## src/rtl/chunked_wide_adder_pkg.sv

```systemverilog
// Shared definitions for the chunked wide adder.
//   state_t : FSM state encoding (idle / run / done)
//   clog2   : ceiling log2 usable in constant expressions
package chunked_wide_adder_pkg;

    typedef enum logic [1:0] {
        ST_IDLE = 2'd0,
        ST_RUN  = 2'd1,
        ST_DONE = 2'd2
    } state_t;

    // Smallest r such that 2**r >= v (returns 0 for v <= 1).
    function automatic int unsigned clog2(input int unsigned v);
        int unsigned r;
        r = 0;
        for (int i = 0; i < 32; i++) begin
            if ((64'd1 << i) < 64'(v)) begin
                r = i + 1;
            end
        end
        return r;
    endfunction

endpackage

```

## src/rtl/chunked_wide_adder_rca_nbit.sv

```systemverilog
// rca_nbit: combinational n-bit ripple-carry adder built from per-bit full adders.
//   x, y  : n-bit addends
//   cin   : carry into bit 0
//   s     : n-bit sum
//   cout  : carry out of bit n-1
module rca_nbit #(
    parameter int unsigned n = 4
) (
    input  logic [n-1:0] x,
    input  logic [n-1:0] y,
    input  logic         cin,
    output logic [n-1:0] s,
    output logic         cout
);

    logic [n:0] c;

    assign c[0] = cin;

    for (genvar i = 0; i < n; i++) begin : g_full_adder
        assign s[i]   = x[i] ^ y[i] ^ c[i];
        assign c[i+1] = (x[i] & y[i]) | (c[i] & (x[i] ^ y[i]));
    end

    assign cout = c[n];

endmodule

```

## src/rtl/chunked_wide_adder.sv

```systemverilog
// chunked_wide_adder: adds two N*K-bit operands by streaming N-bit chunks, LSB first,
// through a single rca_nbit, one chunk per clock, with the chunk carry registered.
//   clk, rst            : clock (rising edge), asynchronous active-high reset
//   in_valid / in_ready : operand handshake for a, b, cin
//   a, b, cin           : operands and carry into chunk 0
//   out_valid/out_ready : result handshake
//   sum, cout, ovf      : (a+b+cin) mod 2^W, carry out of bit W-1, two's-complement overflow
module chunked_wide_adder
    import chunked_wide_adder_pkg::*;
#(
    parameter int unsigned N = 4,
    parameter int unsigned K = 4
) (
    input  logic           clk,
    input  logic           rst,
    input  logic           in_valid,
    output logic           in_ready,
    input  logic [N*K-1:0] a,
    input  logic [N*K-1:0] b,
    input  logic           cin,
    output logic           out_valid,
    input  logic           out_ready,
    output logic [N*K-1:0] sum,
    output logic           cout,
    output logic           ovf
);

    localparam int unsigned W    = N * K;
    localparam int unsigned IdxW = (K > 1) ? clog2(K) : 1;
    localparam logic [IdxW-1:0] IdxLast = IdxW'(K - 1);

    state_t          state_q;
    logic [W-1:0]    a_q;
    logic [W-1:0]    b_q;
    logic            carry_q;
    logic [IdxW-1:0] idx_q;

    logic [N-1:0]    rca_x;
    logic [N-1:0]    rca_y;
    logic [N-1:0]    rca_s;
    logic            rca_cout;

    // Chunk mux: select the current N-bit slice of each stored operand.
    always_comb begin
        rca_x = a_q[idx_q*N +: N];
        rca_y = b_q[idx_q*N +: N];
    end

    rca_nbit #(
        .n(N)
    ) u_rca (
        .x   (rca_x),
        .y   (rca_y),
        .cin (carry_q),
        .s   (rca_s),
        .cout(rca_cout)
    );

    always_ff @(posedge clk or posedge rst) begin
        if (rst) begin
            state_q   <= ST_IDLE;
            a_q       <= '0;
            b_q       <= '0;
            carry_q   <= 1'b0;
            idx_q     <= '0;
            in_ready  <= 1'b1;
            out_valid <= 1'b0;
            sum       <= '0;
            cout      <= 1'b0;
            ovf       <= 1'b0;
        end else begin
            unique case (state_q)
                ST_IDLE: begin
                    if (in_valid && in_ready) begin
                        a_q      <= a;
                        b_q      <= b;
                        carry_q  <= cin;
                        idx_q    <= '0;
                        // Clear so upper chunks never show a previous result.
                        sum      <= '0;
                        cout     <= 1'b0;
                        ovf      <= 1'b0;
                        in_ready <= 1'b0;
                        state_q  <= ST_RUN;
                    end
                end
                ST_RUN: begin
                    sum[idx_q*N +: N] <= rca_s;
                    carry_q           <= rca_cout;
                    if (idx_q == IdxLast) begin
                        idx_q     <= '0;
                        cout      <= rca_cout;
                        // Same-sign operands whose sum flips sign overflowed.
                        ovf       <= (a_q[W-1] == b_q[W-1]) && (rca_s[N-1] != a_q[W-1]);
                        out_valid <= 1'b1;
                        state_q   <= ST_DONE;
                    end else begin
                        idx_q <= idx_q + 1'b1;
                    end
                end
                ST_DONE: begin
                    if (out_ready) begin
                        out_valid <= 1'b0;
                        in_ready  <= 1'b1;
                        state_q   <= ST_IDLE;
                    end
                end
                default: begin
                    state_q   <= ST_IDLE;
                    in_ready  <= 1'b1;
                    out_valid <= 1'b0;
                end
            endcase
        end
    end

endmodule

```

## config.mk

```make
export PLATFORM = sky130hd
export DESIGN_NAME = chunked_wide_adder
export DESIGN_NICKNAME = d
export VERILOG_FILES = /design/src/rtl/chunked_wide_adder_pkg.sv /design/src/rtl/chunked_wide_adder_rca_nbit.sv /design/src/rtl/chunked_wide_adder.sv
export SDC_FILE = /design/constraint.sdc
export NUM_CORES = 1
export LEC_CHECK = 0
export ABC_AREA = 1
export BUFFER_PORTS_ARGS = -buffer_cell sky130_fd_sc_hd__buf_2
export CAP_MARGIN = 20
export CORE_MARGIN = 3
export CORE_UTILIZATION = 40
export DETAILED_ROUTE_END_ITERATION = 6
export GPL_TIMING_DRIVEN = 0
export SLEW_MARGIN = 20
export SYNTH_ARGS = -nofsm -noshare
export SYNTH_HDL_FRONTEND = slang
export SYNTH_SLANG_ARGS = --single-unit
```

## constraint.sdc

```tcl
create_clock -name clk -period 3.8 [get_ports clk]
set_clock_uncertainty 0.05 [all_clocks]
set_input_delay 0.19 -clock clk [delete_from_list [all_inputs] [get_ports clk]]
set_output_delay 0.19 -clock clk [all_outputs]
set_load 0.01 [all_outputs]
```

==> results.py <==
metrics = {
    "routing": {
        "wire_per_inst_um": 12.9,
        "avgViaCountPerCell": 4.75,
        "drt_iter0_drc": 133,
        "wl_um": 6480,
        "vias": 2396,
        "drc": 0,
        "drt-pass1-iter-count": 4,
        "ant_nets": 0,
    },
    "power": {
        "power_leakage_nw": 1.90,
        "power-per-cell-area_nw_per_um2": 873,
        "vdd_drop_max_mv": 0.328,
    },
    "hold_path": {
        "hp-class": "in2reg",
        "holdPathEnd": "b_q[10]$_DFFE_PP0P_",
        "min_path_cells": 3,
        "hp-start": "b[10]",
    },
    "global_routing": {
        "grt_use_total_pct": 18.4,
        "gr-total-overflow": 0,
        "grt_antenna_before_repair": 0,
        "grt_max_degree": 58,
        "grt_pass1_vias": 2309,
        "grt_pass1_wl_um": 11000,
    },
    "place": {
        "post-dp-hpwl_um": 4510,
        "pre_cts_ws_ns": 0.335,
        "portBuffers": 56,
        "gp_congestion": 0.828,
        "postPlaceCellArea_um2": 3090,
    },
    "synth": {
        "synth_area_leader_cell": "dfrtp_1",
        "yosysWarningCount": 0,
        "syn_avg_cell_area_um2": 8.01,
        "syn_inst": 339,
        "ys_top_cells_by_area": "dfrtp_1, nand2_1, nand3_1",
        "yosys_register_bits": 57,
        "yosysSeqAreaShare_pct": 52.6,
        "synth_top_area_share_pct": 51.6,
        "syn-num-nets": 384,
        "synth_cell_types": 20,
        "synthesis.area_um2": 2720,
    },
    "timing": {
        "grt_setup_unrepaired": "false",
        "finalHoldViolations": 0,
        "setup_ws_ns": 0.347,
        "final.setup.tns_ns": 0,
        "period_share_pct": 90.9,
        "slew_headroom_pct": 52.2,
        "setup_viol_count_final": 0,
        "worst_pin_slew_ns": 0.716,
        "slew_viol_final": 0,
        "whs_ns": 0.00570,
        "period_needed_ns": 3.45,
        "max_freq_mhz": 290,
    },
    "floorplan": {
        "row_count": 29,
        "die_h_um": 88.4,
        "initial_core_util_pct": 42.0,
        "die_w_um": 88.4,
        "die_area_um2": 7810,
        "io_pins": 57,
        "core_area_um2": 6460,
    },
    "setup_path": {
        "arrival_ns": 3.68,
        "worstSetupStartpoint": "idx_q[0]$_DFFE_PP0P_",
        "critPathCaptureType": "register",
        "crit_path_start_kind": "register",
        "path_class": "reg2reg",
        "worstRegToRegCells": 17,
        "worstPathRequired_ns": 4.02,
        "r2r_end": "ovf$_DFFE_PP0P_",
        "r2r_slack_ns": 0.35,
        "cp_max_fo": 11,
        "r2r-start": "idx_q[0]$_DFFE_PP0P_",
    },
    "clocking": {
        "cts-root-buf": "clkbuf_8",
        "cts-resized-gates": 0,
        "cts_tree": "yes",
        "cts_max_path_buffers": 2,
        "cts.reportedPaths.clkPinSlew_ns": 0.06,
        "clock-sinks": 57,
        "h-tree-depth": 3,
        "cts_buffers": 9,
        "worstSkewPairLatency_ns": 0.33,
    },
    "layout": {
        "areaGrowthSynthToFinish_pct": 26.3,
        "nNetsFinal": 467,
        "n_antenna_cell": 0,
        "stdcell_area_um2": 3430,
        "drive_above_1_share_pct": 20.4,
    },
    "run_status": {
        "outcome": "finished clean",
    },
    "job": {
        "cap_violations": 0,
    },
}
placed cells by master (no fill, tap or decap), drive strengths merged:
cell,count
nand2,155
buf,70
dfrtp,56
nand3,31
o21ai,25
inv,21
nor2,19
dlygate4sd3,16
clkbuf,13
a21oi,6
fa,4
ha,4
clkinv,3
nand4,1
o21a,1
nor3,1
dfstp,1
flip-flops by register name (all words and copies together) (netlist names), 2 cells and up:
register  flops
a_q          16
b_q          16
sum          16
idx_q         2
state_q       2
report_power, final:
group | leakage (nW) | switching [mW] | internal (mW)
combinational | 1.07 | 0.919 | 0.530
clock | 0.0932 | 0.233 | 0.269
sequential | 0.731 | 0.158 | 0.884
total | 1.90 | 1.31 | 1.68
stage by stage:
step | util (%) | total power, mW | instances
floorplan | - | 2.04 | 339
global placement | 47.9 | 2.47 | 472
detailed placement | 47.9 | 2.50 | 472
CTS | 53.1 | 3.02 | 504
global route | 53.1 | 3.30 | 504
finish | 53.1 | 2.99 | 504
what timing repair did:
action                                 4_1_cts  5_1_grt
buffers inserted                             0        0
endpoints found under the hold margin       71        0
hold buffers                                16        0
layout make-up:
type | instances | area, µm²
Sequential cell | 57 | 1430
Fill cell | 665 | 3030
Clock inverter | 3 | 15.0
Timing Repair Buffer | 72 | 440
Tap cell | 77 | 96.3
Inverter | 21 | 81.3
Multi-Input combinational cell | 247 | 1120
Buffer | 14 | 86.3
Clock buffer | 13 | 159
worst max path at each step:
stage | to | slack (ns) | cells after the start
floorplan | ovf$_DFFE_PP0P_ | 0.83 | 17
global placement | ovf$_DFFE_PP0P_ | 0.36 | 17
detailed placement | ovf$_DFFE_PP0P_ | 0.33 | 17
CTS | ovf$_DFFE_PP0P_ | 0.31 | 17
global route | ovf$_DFFE_PP0P_ | 0.04 | 17
finish | ovf$_DFFE_PP0P_ | 0.35 | 17
metal layers:
layer,part of all wire (%),up-vias,track usage [%]
met1,48,1086,25.2
met5,0,-,0
met2,45,67,28.6
li1,-,1231,-
met4,1.8,0,8.10
met3,5.3,12,3.63
cell usage after synthesis:
master,number
buf_6,2
inv_1,20
ha_1,4
o21ai_0,25
dfrtp_1,56
dfstp_2,1
nand4_1,1
a21oi_1,6
fa_1,4
nand2_1,155
nand3_1,30
buf_4,3
buf_2,6
nor2_2,2
nor3_1,1
nand3_2,1
o21a_1,1
buf_1,3
inv_2,1
nor2_1,17
critical path, cell delays in order (launching register included):
cell     delay (ns)
dfrtp_1        0.43
inv_1          0.20
buf_1          0.41
nand2_1        0.10
nand3_1        0.08
nand2_1        0.10
fa_1           0.39
inv_1          0.07
fa_1           0.16
inv_1          0.05
fa_1           0.35
inv_1          0.08
fa_1           0.44
inv_1          0.12
nand2_1        0.06
a21oi_1        0.12
nand3_1        0.10
nand2_1        0.08
cells by family (layout without fill, tap and decap cells):
| kind of cell | Yosys count | after routing | synth area share, % |
|---|---|---|---|
| AOI/OAI and AO/OA | 32 | 32 | 5.99 |
| DFF | 57 | 57 | 52.6 |
| buffers and inverters | 35 | 123 | 6.08 |
| and+or+nand+nor | 207 | 207 | 30.6 |
| adders and majority gates | 8 | 8 | 4.79 |
Note: power is estimated with default switching activity, not from simulation.
